[config.mk]
export PLATFORM = sky130hd
export DESIGN_NAME = mux_4_1_2_bit_arbiter_v
export DESIGN_NICKNAME = d
export VERILOG_FILES = /design/src/rtl/arb_pkg.sv /design/src/rtl/mux_4_1_2_bit_arbiter_v_mux.sv /design/src/rtl/mux_4_1_2_bit_arbiter_v.sv
export SDC_FILE = /design/constraint.sdc
export NUM_CORES = 1
export LEC_CHECK = 0
export ABC_AREA = 0
export BUFFER_PORTS_ARGS = -buffer_cell sky130_fd_sc_hd__buf_2
export CAP_MARGIN = 20
export CELL_PAD_IN_SITES_DETAIL_PLACEMENT = 1
export CELL_PAD_IN_SITES_GLOBAL_PLACEMENT = 1
export CORE_ASPECT_RATIO = 0.75
export CORE_MARGIN = 4
export CORE_UTILIZATION = 30
export CTS_CLUSTER_DIAMETER = 120
export DETAILED_ROUTE_END_ITERATION = 6
export PLACE_DENSITY_LB_ADDON = 0.2
export SETUP_SLACK_MARGIN = 0.2
export SLEW_MARGIN = 20
export SYNTH_ARGS = -nofsm -noshare
export SYNTH_HDL_FRONTEND = slang
export SYNTH_SLANG_ARGS = --single-unit
[constraint.sdc]
create_clock -name i_clk -period 2.3 [get_ports i_clk]
set_clock_uncertainty 0.15 [all_clocks]
set_input_delay 0.345 -clock i_clk [delete_from_list [all_inputs] [get_ports i_clk]]
set_output_delay 0.345 -clock i_clk [all_outputs]
set_load 0.05 [all_outputs]
[src/rtl/arb_pkg.sv]
// Shared definitions for the 4-way round-robin arbiter in front of the
// 2-bit 4:1 code multiplexer.
//   arb_state_t      : arbiter FSM state encoding
//   MAX_HOLD_DEFAULT : default limit on consecutive grant cycles
//   rr_pick()        : round-robin winner search
package arb_pkg;

  typedef enum logic [1:0] {
    ST_IDLE    = 2'd0,
    ST_GRANT   = 2'd1,
    ST_HANDOFF = 2'd2
  } arb_state_t;

  localparam int MAX_HOLD_DEFAULT = 8;

  // First set request bit, scanning upward from ptr with wrap-around.
  // Returns ptr when req is empty; callers only use it when req != 0.
  function automatic logic [1:0] rr_pick(input logic [3:0] req, input logic [1:0] ptr);
    logic [1:0] idx;
    logic       found;
    rr_pick = ptr;
    found   = 1'b0;
    for (int unsigned i = 0; i < 4; i++) begin
      idx = ptr + 2'(i);
      if (!found && req[idx]) begin
        rr_pick = idx;
        found   = 1'b1;
      end
    end
  endfunction

endpackage

[src/rtl/mux_4_1_2_bit_arbiter_v_mux.sv]
// 4:1 multiplexer for 2-bit codes with enable.
//   i_en  : enable; output forced to zero when low
//   i_sel : select, 0..3 picks i_d0..i_d3
//   i_d*  : data inputs
//   o_y   : selected data, combinational
module MUX_4_1_2_bit_v (
  input  logic       i_en,
  input  logic [1:0] i_sel,
  input  logic [1:0] i_d0,
  input  logic [1:0] i_d1,
  input  logic [1:0] i_d2,
  input  logic [1:0] i_d3,
  output logic [1:0] o_y
);

  always_comb begin
    o_y = '0;
    if (i_en) begin
      case (i_sel)
        2'd0:    o_y = i_d0;
        2'd1:    o_y = i_d1;
        2'd2:    o_y = i_d2;
        default: o_y = i_d3;
      endcase
    end
  end

endmodule

[src/rtl/mux_4_1_2_bit_arbiter_v.sv]
// Round-robin arbiter for four requesters driving a 2-bit 4:1 code mux.
// Grants are held while the winner keeps requesting, but are forced to
// rotate after MAX_HOLD cycles if someone else is waiting. Every grant is
// followed by a one-cycle HANDOFF gap with no grant (break-before-make).
//   i_clk, i_rst_n : clock, async active-low reset
//   i_req          : request per requester
//   i_code_0..3    : code of each requester
//   o_grant        : one-hot grant or zero
//   o_sel_code     : granted index, 0 when no grant
//   o_en           : mux enable, high exactly when o_grant != 0
//   o_code/o_valid : granted code registered one cycle later, qualified
//   o_busy         : FSM not in IDLE
module mux_4_1_2_bit_arbiter_v
  import arb_pkg::*;
#(
  parameter int MAX_HOLD = MAX_HOLD_DEFAULT
) (
  input  logic       i_clk,
  input  logic       i_rst_n,
  input  logic [3:0] i_req,
  input  logic [1:0] i_code_0,
  input  logic [1:0] i_code_1,
  input  logic [1:0] i_code_2,
  input  logic [1:0] i_code_3,
  output logic [3:0] o_grant,
  output logic [1:0] o_sel_code,
  output logic       o_en,
  output logic [1:0] o_code,
  output logic       o_valid,
  output logic       o_busy
);

  localparam int HW = (MAX_HOLD > 1) ? $clog2(MAX_HOLD) : 1;
  localparam logic [HW-1:0] HOLD_LAST = HW'(MAX_HOLD - 1);

  arb_state_t    state, state_nxt;
  logic [1:0]    winner, winner_nxt;
  logic [1:0]    rr_ptr, rr_nxt;
  logic [HW-1:0] hold_cnt, hold_nxt;
  logic [1:0]    pick;
  logic          others;
  logic [1:0]    mux_y;

  assign pick   = rr_pick(i_req, rr_ptr);
  assign others = |(i_req & ~o_grant);

  always_ff @(posedge i_clk or negedge i_rst_n) begin
    if (!i_rst_n) begin
      state    <= ST_IDLE;
      winner   <= '0;
      rr_ptr   <= '0;
      hold_cnt <= '0;
      o_code   <= '0;
      o_valid  <= 1'b0;
    end else begin
      state    <= state_nxt;
      winner   <= winner_nxt;
      rr_ptr   <= rr_nxt;
      hold_cnt <= hold_nxt;
      // mux output is zero whenever o_en is low, so o_code reads 0 while !o_valid
      o_code   <= mux_y;
      o_valid  <= o_en;
    end
  end

  always_comb begin
    state_nxt  = state;
    winner_nxt = winner;
    rr_nxt     = rr_ptr;
    hold_nxt   = hold_cnt;
    case (state)
      ST_IDLE, ST_HANDOFF: begin
        if (i_req != '0) begin
          state_nxt  = ST_GRANT;
          winner_nxt = pick;
          hold_nxt   = '0;
        end else begin
          state_nxt  = ST_IDLE;
        end
      end
      ST_GRANT: begin
        if (!i_req[winner] || (hold_cnt == HOLD_LAST && others)) begin
          state_nxt = ST_HANDOFF;
          rr_nxt    = winner + 2'd1;
        end else if (hold_cnt != HOLD_LAST) begin
          hold_nxt  = hold_cnt + 1'b1;
        end
      end
      default: state_nxt = ST_IDLE;
    endcase
  end

  // Grant-side outputs depend on registered state only.
  always_comb begin
    o_grant    = '0;
    o_sel_code = '0;
    o_en       = 1'b0;
    if (state == ST_GRANT) begin
      o_grant    = 4'b0001 << winner;
      o_sel_code = winner;
      o_en       = 1'b1;
    end
  end

  assign o_busy = (state != ST_IDLE);

  MUX_4_1_2_bit_v u_mux (
    .i_en  (o_en),
    .i_sel (winner),
    .i_d0  (i_code_0),
    .i_d1  (i_code_1),
    .i_d2  (i_code_2),
    .i_d3  (i_code_3),
    .o_y   (mux_y)
  );

endmodule

==> results of run 1 <==
synth_stat cells:
cell type,n,area share [%]
sky130_fd_sc_hd__nor2b_1,6,4.2
sky130_fd_sc_hd__mux2i_1,3,3.4
sky130_fd_sc_hd__or2_2,1,0.71
sky130_fd_sc_hd__clkbuf_2,1,0.57
sky130_fd_sc_hd__o22ai_1,1,0.71
sky130_fd_sc_hd__nand2_2,1,0.71
sky130_fd_sc_hd__o2111ai_1,2,2.0
sky130_fd_sc_hd__nand2b_1,2,1.4
sky130_fd_sc_hd__a2bb2oi_1,2,2.0
sky130_fd_sc_hd__ha_1,7,9.9
sky130_fd_sc_hd__inv_1,9,3.8
sky130_fd_sc_hd__nor3b_1,2,1.7
sky130_fd_sc_hd__buf_6,1,1.3
sky130_fd_sc_hd__or2_1,1,0.71
sky130_fd_sc_hd__buf_2,1,0.57
sky130_fd_sc_hd__a21boi_0,1,0.85
sky130_fd_sc_hd__nand2_1,6,2.5
sky130_fd_sc_hd__nand3b_1,4,3.4
sky130_fd_sc_hd__o221ai_1,1,0.99
sky130_fd_sc_hd__a221oi_1,2,2.0
sky130_fd_sc_hd__a222oi_1,2,2.3
sky130_fd_sc_hd__nand4_1,2,1.4
sky130_fd_sc_hd__o41ai_2,1,1.8
sky130_fd_sc_hd__dfrtp_1,12,34
sky130_fd_sc_hd__a22o_1,2,2.0
sky130_fd_sc_hd__a21o_1,1,0.85
sky130_fd_sc_hd__nor3_1,1,0.57
sky130_fd_sc_hd__nand3_1,2,1.1
sky130_fd_sc_hd__nor2_1,6,2.5
sky130_fd_sc_hd__mux4_2,1,2.5
sky130_fd_sc_hd__inv_2,1,0.42
sky130_fd_sc_hd__a22oi_1,2,1.7
sky130_fd_sc_hd__clkbuf_1,2,0.85
sky130_fd_sc_hd__o21ai_0,5,2.8
sky130_fd_sc_hd__a21oi_1,3,1.7
worst max-delay path, stage by stage, from the launching register on:
cell	delay [ns]
sky130_fd_sc_hd__dfrtp_1	0.46
sky130_fd_sc_hd__inv_1	0.14
sky130_fd_sc_hd__ha_1	0.22
sky130_fd_sc_hd__nand3b_1	0.14
sky130_fd_sc_hd__inv_1	0.09
sky130_fd_sc_hd__clkbuf_4	0.22
worst paths after layout:
| check | from | endpoint | slack, ns | cells past startpoint |
|---|---|---|---|---|
| max | winner[1] | o_grant[1] | 0.28 | 5 |
| min | i_code_3[1] | o_code[1] | 0.20 | 3 |
| max reg2reg | winner[1] | rr_ptr[1] | 0.45 | 6 |
| min reg2reg | hold_cnt[0] | hold_cnt[0] | 0.33 | 1 |
| max in group asynchronous | i_rst_n | winner[0] | 1.38 | 2 |
| min in group asynchronous | i_rst_n | o_code[0] | 0.38 | 2 |
state kept, by name, indices dropped and copies added (netlist names):
register  count
state         2
o_valid       1
rr_ptr        2
winner        2
o_code        2
hold_cnt      3
cells by family after synthesis:
kind of cell / after synthesis / synth area share, %
buffers and inverters: 15 / 7.49
muxes: 4 / 5.94
AOI/OAI and AO/OA: 25 / 21.6
and+or+nand+nor: 34 / 21.1
DFF: 12 / 33.9
adders and majority gates: 7 / 9.90
layer usage:
layer | wire (um) | share of wire [%] | track usage, %
met1 | 1060 | 43 | 15.9
met2 | 1230 | 49 | 26.2
met3 | 190 | 7.7 | 3.97
met4 | 8 | 0.32 | 2.81
met5 | 0 | 0 | 0
timing repair:
| item | CTS | global route |
|---|---|---|
| endpoints found under the setup margin | 0 | 3 |
| endpoints found under the hold margin | 12 | 0 |
| hold buffers | 1 | 0 |
| setup buffers | 0 | 0 |
| gates resized for setup | 0 | 5 |
power by group:
part	total, uW	internal, uW	switching [uW]
Combinational	998	338	659
Clock	239	152	86.9
Sequential	417	301	116
layout make-up:
cell class | instances | area (sq um)
flip-flops and latches | 12 | 302
well taps | 36 | 45.0
clock buffers | 4 | 55.1
fillers | 344 | 1620
repair buffers | 26 | 145
inverters | 10 | 37.5
multi-input cells | 70 | 518
stage by stage:
stage / worst slack [ns] / instance area, sq um / hold slack [ns] / util (%)
after floorplan: 0.428 / 885 / -0.101 / -
after global placement: 0.460 / 1030 / 0.0906 / 37.8
after detailed placement: 0.413 / 1030 / 0.0971 / 37.8
after CTS: 0.206 / 1090 / 0.204 / 40.2
after global routing: 0.186 / 1100 / 0.208 / 40.5
final: 0.281 / 1100 / 0.202 / 40.5
==> metrics list, run 1 <==
* Placement row count: 16
- For this block, the routed nets add up to 2.48 mm of wire.
- In this run the static leakage power is about 0.00056 uW.
- Setup TNS: 0 ns
- The die is 70.7 um wide.
- The final critical path takes up approximately 88% of the cycle.
- Entering global routing, the biggest net connects 13 pins.
* Number of iterations in the first detailed-routing pass: 5
* Chip Height: roughly 55 um
* Port Buffer Count: 24
- Post-route DRC: 0
* Routed length per instance: 15.7 um
- Growth of design area from synthesis to finish: 24.6%
- The worst setup path is launched from a flop.
* Setup repair after global routing missed its margin: yes
- I/O pin count: 25
* Power density cells: 1500 mW/mm^2
* Number of buffers on the longest clock path: 2
* Number of sinks handled by clock tree synthesis: 12
- Detailed placement ended at an HPWL of around 2.0 mm.
* Max-slew violation total from the final report: 0
- Average cell area after synthesis: between 9 and 10 sq um
- After synthesis the netlist holds a flip-flop and latch count of 12.
- In this run the worst path has a maximum fanout of 6.
* F_max: 0.495 GHz
- TritonCTS Buffers: 3
- Most common library cell in the layout ignoring fill and taps: sky130_fd_sc_hd__buf_2
- Overall power consumption after layout is estimated at around 1700 uW.
- Yosys printed 0 warnings.
- Critical path required time: roughly 1.8 ns
* Category of the worst setup path capture point: output port
- The clock period could shrink to 2.02 ns.
- The number of placed instances, taps included, is 153.
- Clock network latency to the later pin of the worst-skew pair: roughly 0.25 ns
- The number of hold violations in the final report was 0.
- CTS root buf: sky130_fd_sc_hd__clkbuf_8
* Routed vias/inst: ~5.2
* Library cells used by synthesis: 35
* Number of standard cells after synthesis: slightly below 100
- The share of the Yosys chip area taken by registers is about a third.
- For this configuration, the core starts out at a cell density of 32.5%.
- For the pin with the worst max-slew slack, the measured transition is 0.418 ns.
- Worst-path clk slew: roughly 0.060 ns
- Remaining max-slew budget at the tightest pin: 72.2%
- Global routing used between 10 and 15% of the available tracks across all layers.
- Detail Route Antenna Nets: 0
* Number of antenna violations at the first check in global routing: 0
* Total number of vias: 825
- The via count of the first global-routing pass is between 800 and 900.
- Global routing finished with a remaining overflow of 0.
* Result of the run: complete, no violations
- Leaving out filler cells and counting taps, the final layout contains around 160.
* Most used cells in the layout excluding fill and tap cells: sky130_fd_sc_hd__buf_2 (21), sky130_fd_sc_hd__dfrtp_1 (11), sky130_fd_sc_hd__inv_1 (9)
* Netlist area before placement: 885 sq um
- The first global-routing pass estimated 4.08 mm of wire.
- CTS built an H-tree with a depth of 1.
- In the final design database the tool counted between 100 and 150 nets.
- Worst min-delay path class: primary input to flop
* Net Count, Synth: approximately 120
* Die area: between 0.003 and 0.004 sq mm
- Final antenna diode count: 0
- Crit path DAT: between 1.5 and 2 ns
* Kind of critical path: flop to output port
- At the end of routability-driven placement, the weighted congestion stood at approximately 0.84.
* Max-cap violation count: 0
- Maximum VDD drop: 0.344 mV
- In the final layout, the share of cells above drive strength 1 is 28.7%.
- Placeable core region: between 0.002 and 0.003 sq mm
* TritonCTS clock tree: built
- In this run, the number of DRC markers left after iteration 0 of detailed routing was 33.
- Setup violations remaining at the end of the flow were counted as 0.
Note: power is estimated with default switching activity, not from simulation.
==> run 2, diff against run 1 <==
- CORE_UTILIZATION: 30 -> 34
- clock period: 2.3 -> 1.79 ns (I/O delays scaled with it)
==> run 2 against run 1 <==
The run now ends with negative setup slack left. Hold slack got worse by 0.035 ns. Flip-flop and latch count unchanged. Sequential power up 31%. Routed wire length up 54%. Count of clock-buffer cells in the layout unchanged. Critical path depth rose by 2. Critical path type is now flop to flop. Critical endpoint is now o_code[1].
==> metrics list, run 2 (same netlist as run 1, synthesis figures left out) <==
- Headroom to the max-slew limit came out at just over 70%.
- The die covers roughly 0.0035 sq mm.
- Total number of vias: 1000
- The run finished, with violations left.
- Dividing total power by cell area gives a power density of 2000 mW/mm^2.
* Worst min-delay path class: primary input to flop
- TritonCTS clock tree: built
- The first global-routing pass estimated roughly 4.9 mm of wire.
- Gp weighted congestion: around 0.80
- R2R Path End: o_code[1]
- Depth of the most critical reg-to-reg path: 7
* Cells traversed along the worst timing path: inv_4 > ha_4 > buf_6 > a222oi_1 > nor2_1 > a21oi_1 > nor2_1
- Overflow left after global routing: 0
* Sum of routed wire length over all layers: approximately 3.8 mm
- Routed length per instance: around 21 um
* Maximum VDD drop: 0.715 mV
* Most used cells in the layout excluding fill and tap cells: sky130_fd_sc_hd__buf_4 (20), sky130_fd_sc_hd__buf_2 (16), sky130_fd_sc_hd__dfrtp_1 (10)
- Clock-pin slew was measured on the worst setup and hold paths at approximately 0.07 ns.
- Entering global routing, the biggest net connects 13 pins.
- Growth of design area from synthesis to finish: 61.1%
- STA classifies the critical path endpoint as a flop.
* Area after DPL: roughly 0.0011 sq mm
- At the later pin of the worst-skew pair, clock insertion delay measures roughly 0.26 ns.
* Number of iterations in the first detailed-routing pass: 6
- Chip Height: roughly 52 um
* Routed vias/inst: 5.56
* Net count of the finished layout: 167
* F_max: ~0.52 GHz
* Max reg flops: 3
- Once detail routing completed, the nets flagged for antenna violations numbered 0.
- Register bank with the most flops: hold_cnt
- Along the worst path, the maximum fanout reaches 5.
- The floorplan step defined a core boundary enclosing 0.00238 sq mm.
- The initial utilization of the core area, before any placement, comes to 37.1%.
* Global routing usage summed across all routing layers: about a fifth
* Number of antenna violations at the first check in global routing: 1
* Most common library cell in the layout ignoring fill and taps: sky130_fd_sc_hd__buf_4
* Overall Power: around 2900 uW
- In this run the core area contains 15 standard-cell rows.
* TritonCTS Buffers: 3
- Max-cap violations in this run came to 0.
- The final reports fail on negative setup slack.
- Setup violations remaining at the end of the flow were counted as 9.
- Total leakage power: roughly 0.00068 uW
- The most critical setup path has its endpoint at o_code[1].
- In the routed design, unresolved DRC markers number 0.
- Violation count after the first detailed-routing iteration: 73
* HPWL after detailed placement: 1.96 mm
- Max incr delay on CP: between 0.4 and 0.5 ns
- Share of the cycle needed by the critical path after routing: 108%
- The setup check on the worst reg-to-reg path leaves a slack of -0.15 ns.
- Number of buffers on the longest clock path: 2
* Final period demand of the worst path: 1.94 ns
- Tightest Pin Transition: between 0.4 and 0.5 ns
* Kind of critical path: flop to flop
- STA puts the critical path data arrival time at about 1.9 ns.
- CTS root buf: sky130_fd_sc_hd__clkbuf_4
- Crit path launch type: flop
* Horizontal die dimension: around 67 um
- Max-slew violation total from the final report: 0
- Deepest level of the CTS H-tree: 1
* Port Buffer Count: 24
- Setup repair after global routing could not meet its margin everywhere.
- Most common cell on crit path: sky130_fd_sc_hd__nor2_1
- Final number of hold-violating endpoints: 0
- For this design, the slowest cell found on the critical path is sky130_fd_sc_hd__dfrtp_2.
- Number of sinks handled by clock tree synthesis: 12
- Hold timing on the final database bottoms out at a slack of around 0.17 ns.
- Reg2reg start: winner[0]
- Critical path required time: about 1.8 ns
- Critical Path Source: winner[0]
- Setup slack on the critical path of the routed design comes to -0.149 ns.
* Layout cell share with drive strength beyond 1: ~51%
- In this run the count of I/O pins placed on the die edge is 25.
- The via count of the first global-routing pass is 1002.
- Post-Place Worst Slack: -0.0496 ns
- Area of all placed cells without fillers: between 0.001 and 0.0015 sq mm
[run 2: cell types whose count changed in the layout (fill, tap and decap cells not counted), moves of 3 or more]
cell                       delta
sky130_fd_sc_hd__ha_4         +4
sky130_fd_sc_hd__buf_2        -5
sky130_fd_sc_hd__ha_1         -4
sky130_fd_sc_hd__inv_1        -3
sky130_fd_sc_hd__inv_4        +3
sky130_fd_sc_hd__clkbuf_8     -4
sky130_fd_sc_hd__buf_4       +18
sky130_fd_sc_hd__buf_8        +3
sky130_fd_sc_hd__buf_6        +9
[run 2: per-layer routing]
metal  GRT usage [%]  share of wire, %
met5               0                 0
met4            4.71               1.3
met3            3.43               7.0
met2            32.2                50
met1            24.4                42
[run 2: worst min-delay path by stage]
| stage | slack (ns) | end | from | cells after the start |
|---|---|---|---|---|
| after floorplan | -0.18 | hold_cnt[0] | i_rst_n | 0 |
| after global placement | 0.01 | o_code[1] | i_rst_n | 1 |
| after detailed placement | 0.02 | o_code[1] | i_rst_n | 1 |
| after CTS | 0.08 | o_code[0] | i_code_3[0] | 3 |
| after global routing | 0.17 | o_code[0] | i_code_3[0] | 3 |
| final | 0.17 | o_code[1] | i_code_3[1] | 3 |
[run 2: what timing repair did]
item                                    4_1_cts  5_1_grt
hold buffers                                  1        0
endpoints found under the hold margin        12        0
endpoints found under the setup margin       17       17
resized for setup                            31       20
pin swaps                                     4        8
setup buffers                                10        4
[run 2: where the power goes]
part	switching (uW)	internal, uW
clock network	85.6	86.1
registers	159	389
logic	1210	926
total	1450	1400
[run 2: through the flow]
step / util [%] / setup TNS, ns / cells
global placement: 46.0 / -0.0117 / 160
detailed placement: 46.0 / -0.132 / 160
global route: 59.8 / -1.74 / 180
CTS: 55.2 / 0 / 175
finish: 59.8 / -0.720 / 180
floorplan: - / 0 / 97
[run 2: layout make-up]
class                           count  area [sq um]
Fill cell                         277           958
Multi-Input combinational cell     70           619
Timing Repair Buffer               49           387
Sequential cell                    12           303
Inverter                           10          45.0
Tap cell                           34          42.5
Clock buffer                        4          26.3
Antenna cell                        1          2.50
[run 2: critical path, delay by kind of cell, from the launching register on]
| kind | cells | cell delay, ns |
|---|---|---|
| adders and majority gates | 1 | 0.18 |
| buffers and inverters | 2 | 0.20 |
| DFF | 1 | 0.49 |
| and+or+nand+nor | 2 | 0.18 |
| AOI/OAI and AO/OA | 2 | 0.61 |
==> run 3, diff against run 2 <==
- CAP_MARGIN: 20 -> 10
- PLACE_DENSITY_LB_ADDON: 0.2 -> 0.3
==> run 3 against run 2 <==
The flow still finishes with violations (negative setup slack). Combinational power rose by 13%. Sequential power rose by 4.2%. Global-route usage rose by 8.3 points. Final cell count rose by 2.8%. Flip-flop and latch count did not move. Critical path depth did not move. Critical path type unchanged. Critical endpoint is now o_code[0]. Largest power group unchanged.
==> metrics list, run 3 (same netlist as run 1, synthesis figures left out) <==
* Result of the run: finished with violations
* Failing checks: negative setup slack
* Max-cap violation count: 0
* Number of buffers on the longest clock path: 2
* Sum of routed wire length over all layers: about 4.7 mm
* Number of antenna violations at the first check in global routing: 0
- I/O pin count: 25
- Buf+Inv Stages, Crit Path: 2
- Crit path DAT: ~2 ns
- Global-route wire length before repair: 6.53 mm
- The number of antenna diodes in the final layout is 0.
* Most common cell on crit path: sky130_fd_sc_hd__nor2_1
- Max-slew violation total from the final report: 0
- Final setup violation count: 13
* Placeable core region: between 0.002 and 0.0025 sq mm
- Fill cell instance count of the final layout: 272
- Setup repair after global routing missed its margin: yes
* Final number of hold-violating endpoints: 0
- Deepest level of the CTS H-tree: 1
- Global routing usage summed across all routing layers: between 20% and 30%
* Max reg flops: 3
- Max incr delay on CP: 0.50 ns
- Number of iterations in the first detailed-routing pass: 4
- Growth of design area from synthesis to finish: 72.0%
- Share of the cycle needed by the critical path after routing: 110%
* Net count of the finished layout: 173
* Area of all placed cells without fillers: 0.00152 sq mm
- Power density cells: between 2000 and 2500 mW/mm^2
- Total power for the finished layout comes to 3160 uW.
- Gp weighted congestion: between 0.8 and 0.9
- Maximum number of pins on one net before global-route repair: 13
- The tightest min-delay check is of the primary input to flop type.
- The critical path goes through buf_12 > ha_4 > buf_4 > a222oi_1 > nor2_1 > a21oi_1 > nor2_1.
- Prior to clock tree synthesis, the placed netlist has a worst setup slack of -0.0581 ns.
- Detail Route Antenna Nets: 0
- Initial cell density of the core: a little under two fifths
- Register bank with the most flops: hold_cnt
* Maximum VDD drop: 0.904 mV
* TritonCTS clock tree: built
* Vias in the first global route: 1129
- Chip Height: between 50 and 60 um
- Routed length per instance: roughly 25 um
- Most common library cell in the layout ignoring fill and taps: sky130_fd_sc_hd__buf_4
* Violation count after the first detailed-routing iteration: roughly 80
- Kind of critical path: flop to flop
- The die covers 0.00349 sq mm.
- Remaining max-slew budget at the tightest pin: between 60 and 70%
* Total leakage power: 0.000719 uW
- Min setup slack post-route: -0.182 ns
- Subtracting the final worst setup slack from the clock period gives about 2.0 ns.
- Once placement completed, the tool counted placed cells totaling 159.
* Maximum fanout encountered on the critical timing path: 5
- Critical path required time: 1.81 ns
- The die is around 67 um wide.
- Kind of cell adding the most delay to the critical path: compound AO/OA/AOI/OAI gates
- Total number of vias: around 1100
- The worst setup path is launched from a flop.
* TritonCTS Buffers: 3
- CTS root buf: sky130_fd_sc_hd__clkbuf_4
- After the flow finishes, the layout carries non-filler instances totaling around 190.
- Overflow left after global routing: 0
- Routed vias/inst: 5.76
- The slowest stage of the critical path is the sky130_fd_sc_hd__dfrtp_2 cell.
- Category of the worst setup path capture point: flop
- Tightest Pin Transition: roughly 0.46 ns
- Number of sinks handled by clock tree synthesis: 12
- Timing would allow up to around 0.51 GHz.
* Port Buffer Count: 24
* Area after DPL: approximately 0.0011 sq mm
- For this run, design rule violations remaining after detail routing come to 0.
- Clock network latency to the later pin of the worst-skew pair: around 0.29 ns
- In the final layout, the share of cells above drive strength 1 is 57.6%.
* Most used cells in the layout excluding fill and tap cells: sky130_fd_sc_hd__buf_4 (24), sky130_fd_sc_hd__buf_2 (16), sky130_fd_sc_hd__buf_6 (9)
- The floorplan has 15 rows.
* Worst-path clk slew: 0.07 ns
- After legalization and detailed placement, the total HPWL measured between 2 and 2.5 mm.
## run 3: worst paths after layout
check	from	endpoint	slack, ns	cells past startpoint
worst max-delay path	winner[0]	o_code[0]	-0.18	7
min in group asynchronous	i_rst_n	state[0]	0.27	2
worst max register to register	winner[0]	o_code[0]	-0.18	7
max in group asynchronous	i_rst_n	rr_ptr[1]	0.98	2
worst min-delay path	i_code_3[0]	o_code[0]	0.15	3
worst min register to register	hold_cnt[0]	hold_cnt[0]	0.37	1
## run 3: layer usage
metal  track usage (%)  wire [um]  vias to the layer above
met1              33.0       1940                      527
li1                  -          -                      458
met2              46.4       2130                       61
met4              10.8        203                        0
met3              6.22        389                       19
met5                 0          0                        -
## run 3: final cells by class
class	instances	area, sq um	area share [%]
well taps	34	42.5	2.80
clock buffers	4	26.3	1.73
multi-input cells	70	649	42.7
flip-flops and latches	12	307	20.1
repair buffers	55	452	29.7
inverters	10	45.0	2.96
## run 3: through the flow
stage / utilization [%] / setup TNS, ns / hold WS, ns
finish: 63.8 / -1.54 / 0.148
global route: 63.8 / -2.32 / 0.149
CTS: 57.3 / -0.0320 / 0.110
global placement: 45.7 / -0.00900 / 0.0120
floorplan: - / 0 / -0.177
detailed placement: 45.7 / -0.0601 / 0.0171
## run 3: what timing repair did
action | in CTS | in global routing
pin swaps | 8 | 5
buffers inserted | 12 | 9
endpoints found under the hold margin | 12 | 0
endpoints found under the setup margin | 17 | 19
hold buffers | 1 | 0
gates cloned | 0 | 0
resized for setup | 37 | 26
## run 3: where the power goes
part / internal [uW] / switching [uW]
Sequential: 396 / 175
Combinational: 1080 / 1320
Clock: 86.9 / 98.1
Total: 1570 / 1600
## run 3: worst register-to-register path, cell delays in order (launching register included)
cell and delay, ns:
sky130_fd_sc_hd__dfrtp_2 0.50, sky130_fd_sc_hd__buf_12 0.16, sky130_fd_sc_hd__ha_4 0.15, sky130_fd_sc_hd__buf_4 0.13, sky130_fd_sc_hd__a222oi_1 0.45, sky130_fd_sc_hd__nor2_1 0.11
sky130_fd_sc_hd__a21oi_1 0.13, sky130_fd_sc_hd__nor2_1 0.07
